<file path="src/rtl/instruction_fetch.sv">
// rtl/instruction_fetch.sv - instruction fetch with direct-mapped one-word-line I-cache and single-outstanding memory refill
module instruction_fetch #(
    parameter int          ICACHE_IDX_W = 5,
    parameter logic [31:0] RESET_PC     = 32'h0
) (
    input  logic        clk,
    input  logic        rst,
    input  logic        rdy,
    input  logic        clear,
    input  logic [31:0] jump_pc,
    input  logic        queue_is_full,
    output logic        IF_inst_valid,
    output logic [31:0] IF_inst,
    output logic [31:0] IF_pc,
    output logic        mem_req,
    output logic [31:0] mem_addr,
    input  logic        mem_done,
    input  logic [31:0] mem_data
);

    localparam int LINES = 1 << ICACHE_IDX_W;
    localparam int TAG_W = 32 - ICACHE_IDX_W - 2;

    typedef enum logic {
        S_RUN  = 1'b0,
        S_WAIT = 1'b1
    } state_t;

    state_t      state_q, state_d;
    logic [31:0] pc_q, pc_d;
    logic        if_valid_q, if_valid_d;
    logic [31:0] if_inst_q, if_inst_d;
    logic [31:0] if_pc_q, if_pc_d;
    logic        req_q, req_d;
    logic [31:0] addr_q, addr_d;

    logic [LINES-1:0] valid_q;
    logic [TAG_W-1:0] tag_q  [LINES];
    logic [31:0]      data_q [LINES];

    logic [ICACHE_IDX_W-1:0] pc_idx;
    logic [TAG_W-1:0]        pc_tag;
    logic [ICACHE_IDX_W-1:0] fill_idx;
    logic [TAG_W-1:0]        fill_tag;
    logic                    hit;
    logic                    fill_we;

    assign pc_idx   = pc_q[ICACHE_IDX_W+1:2];
    assign pc_tag   = pc_q[31:ICACHE_IDX_W+2];
    assign fill_idx = addr_q[ICACHE_IDX_W+1:2];
    assign fill_tag = addr_q[31:ICACHE_IDX_W+2];
    assign hit      = valid_q[pc_idx] && (tag_q[pc_idx] == pc_tag);

    assign IF_inst_valid = if_valid_q;
    assign IF_inst       = if_inst_q;
    assign IF_pc         = if_pc_q;
    assign mem_req       = req_q;
    assign mem_addr      = addr_q;

    // Next-state logic: redirect wins, then hit/miss in RUN, refill completion in WAIT; rdy=0 freezes everything
    always_comb begin
        state_d    = state_q;
        pc_d       = pc_q;
        if_valid_d = if_valid_q;
        if_inst_d  = if_inst_q;
        if_pc_d    = if_pc_q;
        req_d      = req_q;
        addr_d     = addr_q;
        fill_we    = 1'b0;
        if (rdy) begin
            if_valid_d = 1'b0;
            case (state_q)
                S_RUN: begin
                    if (clear) begin
                        pc_d = jump_pc;
                    end else if (!queue_is_full) begin
                        if (hit) begin
                            if_valid_d = 1'b1;
                            if_inst_d  = data_q[pc_idx];
                            if_pc_d    = pc_q;
                            pc_d       = pc_q + 32'd4;
                        end else begin
                            req_d   = 1'b1;
                            addr_d  = pc_q;
                            state_d = S_WAIT;
                        end
                    end
                end
                S_WAIT: begin
                    // A redirect here only moves pc; the refill still lands under its own tag
                    if (mem_done) begin
                        fill_we = 1'b1;
                        req_d   = 1'b0;
                        state_d = S_RUN;
                    end
                    if (clear) begin
                        pc_d = jump_pc;
                    end
                end
                default: state_d = S_RUN;
            endcase
        end
    end

    // Control, output and valid-bit registers with asynchronous reset
    always_ff @(posedge clk or negedge rst) begin
        if (!rst) begin
            state_q    <= S_RUN;
            pc_q       <= RESET_PC;
            if_valid_q <= 1'b0;
            if_inst_q  <= 32'h0;
            if_pc_q    <= 32'h0;
            req_q      <= 1'b0;
            addr_q     <= 32'h0;
            valid_q    <= '0;
        end else begin
            state_q    <= state_d;
            pc_q       <= pc_d;
            if_valid_q <= if_valid_d;
            if_inst_q  <= if_inst_d;
            if_pc_q    <= if_pc_d;
            req_q      <= req_d;
            addr_q     <= addr_d;
            if (fill_we) begin
                valid_q[fill_idx] <= 1'b1;
            end
        end
    end

    // Tag and data arrays need no reset: valid bits gate every lookup
    always_ff @(posedge clk) begin
        if (fill_we) begin
            tag_q[fill_idx]  <= fill_tag;
            data_q[fill_idx] <= mem_data;
        end
    end

endmodule

</file>
<file path="config.mk">
export PLATFORM = sky130hd
export DESIGN_NAME = instruction_fetch
export DESIGN_NICKNAME = d
export VERILOG_FILES = /design/src/rtl/instruction_fetch.sv
export SDC_FILE = /design/constraint.sdc
export NUM_CORES = 2
export LEC_CHECK = 0
export ABC_AREA = 1
export BUFFER_PORTS_ARGS = -buffer_cell sky130_fd_sc_hd__buf_2
export CAP_MARGIN = 10
export CORE_ASPECT_RATIO = 1.4
export CORE_MARGIN = 2
export CORE_UTILIZATION = 55
export CTS_CLUSTER_DIAMETER = 50
export DETAILED_ROUTE_END_ITERATION = 8
export PLACE_DENSITY = 0.68
export SLEW_MARGIN = 20
export SYNTH_ARGS = -nofsm -noshare
export SYNTH_HDL_FRONTEND = slang
export SYNTH_SLANG_ARGS = --single-unit
export TNS_END_PERCENT = 10
</file>
<file path="constraint.sdc">
create_clock -name clk -period 7.6 [get_ports clk]
set_input_delay 1.14 -clock clk [delete_from_list [all_inputs] [get_ports clk]]
set_output_delay 1.14 -clock clk [all_outputs]
set_load 0.05 [all_outputs]
</file>
Word-level counts from Yosys, hierarchy flattened
Memory sizes are Yosys's and may differ from the RTL's. A register that Yosys moved wholly into a read port is not among the register bits.
Cells that the tools add are included.
{"block": "totals", "register_bits": 131, "elab_cells": 61, "in_bits": 70, "output_inout_bits": 98, "mem_bits_rw": 1824, "memories": 2}
{"block": "op_classes", "n_bitwise": 5, "n_reduce_logical": 7, "n_mux": 28, "eq_ne": 8, "add_sub_neg": 1, "n_lt_le_gt_ge": 3}
{"memory": "data_q", "depth": 32, "word_bits": 32, "rd": 1, "rd_ports_with_merged_regs": 1, "wr": 1, "line": "39", "text": "logic [31:0] data_q [LINES];"}
{"memory": "tag_q", "depth": 32, "word_bits": 25, "rd": 1, "rd_ports_with_merged_regs": 0, "wr": 1, "line": "38", "text": "logic [TAG_W-1:0] tag_q [LINES];"}
{"cell": "32-bit two-way mux", "count": 4}
{"cell": "32-bit case mux with 2 select lines", "count": 1}
{"cell": "32-bit by 3-bit adder with 32-bit output (second input constant)", "count": 1}
{"cell": "32-bit OR", "count": 1}
{"cell": "25-bit equality test", "count": 1}
{"cell": "1-bit two-way mux", "count": 19}
{"cell": "5-bit AND reduction", "count": 3}
{"cell": "5-bit by 6-bit less-than comparator with 1-bit output (second input constant)", "count": 2}
{"cell": "2-bit != test (second input constant)", "count": 5}
{"cell": "3-bit != test (second input constant)", "count": 2}
{"cell": "1-bit binary-select mux with 5-bit select", "count": 1}
{"cell": "1-bit demux with 5-bit select", "count": 1}
{"cell": "5-bit by 1-bit greater-or-equal comparator with 1-bit output (second input constant)", "count": 1}
{"cell": "1-bit NOT", "count": 4}
{"cell": "1-bit case mux with 2 select lines", "count": 2}
{"cell": "4-bit AND reduction", "count": 1}
{"cell": "1-bit logical AND", "count": 2}
{"cell": "1-bit logical NOT", "count": 1}

Longest topological paths before layout
{"block": "depth", "word_depth": 7, "ltp_mapped": 24, "mapped_depth_nobuf": 19}

Worst setup path before layout
No wires, ideal clock.
{"block": "synth_timing", "path_kind": "input-to-reg", "startpoint": "in rdy", "endpoint": "mem data_q[11][0] (enable)", "setup_ns": 0.472, "t_arrival_ns": 4.152, "n_path_buf": 1, "slack_ns": 2.976, "cell_stages": 5, "t_required_ns": 7.128, "path_cell_list": "nand2_1 -> nor2_1 -> nand3_1 -> clkbuf_1 -> nor2_1"}
{"block": "synth_via", "elab_chain_cells": 3}
{"element": "start: declaration", "line": "8", "text": "input logic rdy,"}
{"element": "1-bit two-way mux", "line": "70", "text": "if (rdy) begin"}
{"element": "1-bit two-way mux", "line": "132", "text": "if (fill_we) begin"}
{"element": "1-bit two-way mux (not written as such)", "line": "134", "text": "data_q[fill_idx] <= mem_data;"}
{"element": "end: declaration", "line": "39"}
No other way between the ends.

Worst setup path after layout
{"block": "layout_timing", "startpoint": "reg pc_q[5]", "endpoint": "reg addr_q[18], in the netlist mem_addr[18]"}
{"block": "layout_via", "elab_chain_cells": 5, "elab_cells_between_ends": 7, "classes_between": "eq/ne: 1; mux: 2; bitwise: 1; reduce/logical: 2; memory: 1"}
{"element": "start: declaration", "line": "30", "text": "logic [31:0] pc_q, pc_d;"}
{"element": "start signal: assignment", "line": "118", "text": "pc_q <= pc_d;"}
{"element": "memory 32 x 25 bit or 1-bit binary-select mux with 5-bit select (tied branches)"}
{"element": "25-bit equality test or 1-bit two-way mux (tied branches)", "line": "52", "text": "assign hit = valid_q[pc_idx] && (tag_q[pc_idx] == pc_tag);"}
{"element": "1-bit logical AND *", "line": "52"}
{"element": "1-bit NOT (no line) *"}
{"element": "5-bit AND reduction (no line) *"}
{"element": "end signal: assignment", "line": "123", "text": "addr_q <= addr_d;"}
{"element": "end: declaration", "line": "35", "text": "logic [31:0] addr_q, addr_d;"}
Mark *: on every way between the ends. The rest lies on a longest branch, timed or not. The select of a mux whose other input is x is not followed.
A chain may end at the register's enable or synchronous reset.

==> results_dict.tcl <==
set metrics [dict create \
    drv_slew 0 \
    crit_type "flip-flop to flip-flop" \
    fin_worst_skew_ns 0.03076 \
    layout_common_cells "edfxtp_1, nand2_1, nor2_1, o21ai_0, nand3_1" \
    clock_latency_ns 0.84 \
    r2r_end "mem_addr[18]" \
    power_frac_clock_pct 34.1 \
    grt_pass1_vias 52050 \
    drive_above_1_share_pct 9.575 \
    remaining_drc_errors 0 \
    switchingPower_uw 7681 \
    utilization_pct 61.35 \
    synth_warnings 0 \
    chipWidth_um 326.4 \
    dieArea_um2 148700 \
    critPathLaunchType "flip-flop" \
    synthFlopType "edfxtp_1" \
    top_usage_layer "met2" \
    cts_max_level 4 \
    worst_pin_slew_ns 1.178 \
    peakVddDrop_v 0.0002408 \
    p_int_uw 18470 \
    start_util_pct 55.39 \
    placed_area_um2 82880 \
    p_leak_uw 0.03157 \
    overflow 0 \
    period_minus_slack_ns 5.660 \
    cts_buffers 180 \
    crit_fanout 40 \
    detail_route.wl_per_cell_um 27.28 \
    num_rows 165 \
    power_uw 26150 \
    grt_pass1_wl_mm 348.0 \
    grt_max_degree 261 \
    synth_seq_cells 1987 \
    cp.required_ns 8.36 \
    cts_setup_buffers 0 \
    pwr-share-seq_pct 48.2 \
    synth.avg_cell_area_um2 12.03 \
    nNetsFinal 6790 \
    dr.pass1.iters 5 \
    rsz0062_at_grt "false" \
    setup_tns_ns 0 \
    synth.yosys.seq_area_share_pct 73.52 \
    gr-usage-met2_pct 53.66 \
    cts_tree "yes" \
    syn_to_final_growth_pct 10.76 \
    antenna_found_initial 10 \
    synth_area_um2 80050 \
    grt_use_met1_pct 39.53 \
    drtAntennaViolNets 0 \
    cts_root_buf "clkbuf_16" \
    yosys.area.top_type "edfxtp_1" \
    r2r_slack_ns 1.94 \
    powerDensity_nw_per_um2 294.9 \
    finalSetupViolations 0 \
    r2r_start "pc_q[5]" \
    synth_edf_count 1824 \
    hold_ws_ns 0.3460 \
    synth_top_cell_area_share_pct 68.42 \
    gp_congestion 0.9381 \
    via_count 54090 \
    hold_path_class "input port to async pin" \
    cp.arrival_ns 6.42 \
    maxCapViolations 0 \
    reg2reg_depth 17 \
    final_common_cell "edfxtp_1" \
    cts.path.max_buffers 3 \
    final_area_um2 88660 \
    syn_inst 6655 \
    hold_viol 0 \
    relSlewSlack_pct 21.44 \
    ios 168 \
    n_fill_cell 11150 \
    clk_pin_slew_ns 0.06 \
    p_comb_share_pct 17.6 \
    core_area_um2 144500 \
    cp-end-kind "flip-flop" \
    vias_per_cell 6.148 \
    min_period_over_period_pct 74.47 \
    clock-sinks 1987 \
    syn-num-nets 6726 \
    synth_cell_types 38 \
    switching_share_pct 29.37 \
    clock.fmax_ghz 0.1767 \
    dieHeight_um 455.4 \
    drt-total-wl_mm 240.0 \
    cts.repair.resized 0 \
    drt_iter0_drc 7449 \
    dp_hpwl_mm 131.5 \
    outcome "completed" \
    grt_usage_pct 32.13 \
    async_reset_ff_share_pct 8.203 \
    port_buffers 167 \
    synth_top_cells_by_area "edfxtp_1, nand2_1, dfrtp_1" \
    globalRouteMet3Util_pct 5.448 \
    holdBufCountCts 0 \
]
-- stage by stage --
step	std cells	setup slack (ns)
finish	8799	1.940
global route	8794	1.745
CTS	8792	2.048
detailed placement	8457	2.063
global placement	8457	2.215
floorplan	6655	2.976
-- kinds of logic after synthesis --
logic type	share of synthesized area (%)
xor+xnor	0.2516
buf+inv	3.450
fa+ha+maj	0.01563
compound gates	8.570
simple gates	14.19
flops	73.52
-- registers in the layout, summed over array words and instances (netlist names) --
signal	count
valid_q	32
mem_req	1
state_q	1
tag_q	800
IF_pc	32
IF_inst	32
pc_q	32
mem_addr	32
IF_inst_valid	1
data_q	1024
-- cells in the mapped netlist (4+ instances only) --
cell type  number
o221ai_1       76
buf_6          16
buf_1          23
o22ai_1       176
edfxtp_1     1824
o21ai_1        72
o21ai_0       725
nand3_1       483
nor4_1          4
inv_1         189
dfrtp_1       163
buf_4          20
or2_2          18
nor3_1          8
clkbuf_1      218
a21oi_1        57
or2_1          14
a31oi_1        41
a221o_1        12
o211ai_1       58
nand2_1      1261
xor2_1         23
buf_2         159
nor2_1        963
nand4_1        31
-- worst max-delay path, stage by stage, from the launching register on --
cell	delay [ns]
dfrtp_1	0.48
inv_6	0.22
nor2_4	0.84
inv_2	0.57
buf_4	0.39
a21oi_1	0.17
nor2_1	0.05
nand2_1	0.10
nand3_1	0.09
nand2_1	0.23
nand2_1	0.09
nor2_1	0.20
nand2_1	0.13
nor2_4	0.49
nand2_2	0.63
nand2_4	0.61
nand2_1	0.11
nand2_1	0.08
-- power by group through the flow --
stage / combinational [uW] / sequential (uW) / clock [uW]
final: 4610 / 12600 / 8920
after global routing: 4960 / 12600 / 9380
after CTS: 4540 / 12600 / 9000
after detailed placement: 4530 / 12800 / 0
after global placement: 4450 / 12800 / 0
after floorplan: 2600 / 13000 / 0
-- layout make-up --
type	count	area [um2]	area share [%]
antenna	7	17.52	0.01976
clock buffer	247	5021	5.663
clock inverter	88	740.7	0.8355
inverter	194	765.7	0.8637
multi-input combinational	4038	18700	21.10
sequential	1987	58870	66.40
tap	1920	2402	2.710
timing repair buffer	318	2141	2.415
-- per-layer routing --
layer  vias up  part of all wire, %
met1     26660                   35
met4         4                  6.6
met2      2939                   49
met3       677                  8.8
met5         -                0.011
li1      23810                    -
-- worst max path at each step --
stage          depth (start not counted)     from            end  slack (ns)
2_1_floorplan                          5      rdy  data_q[11][0]        2.98
3_3_place_gp                          17  pc_q[5]   mem_addr[13]        2.22
3_5_place_dp                          17  pc_q[5]    mem_addr[1]        2.06
4_1_cts                               17  pc_q[5]    mem_addr[1]        2.05
5_1_grt                               17  pc_q[5]   mem_addr[14]        1.75
6_report                              17  pc_q[5]   mem_addr[18]        1.94
Note: power is estimated with default switching activity, not from simulation.
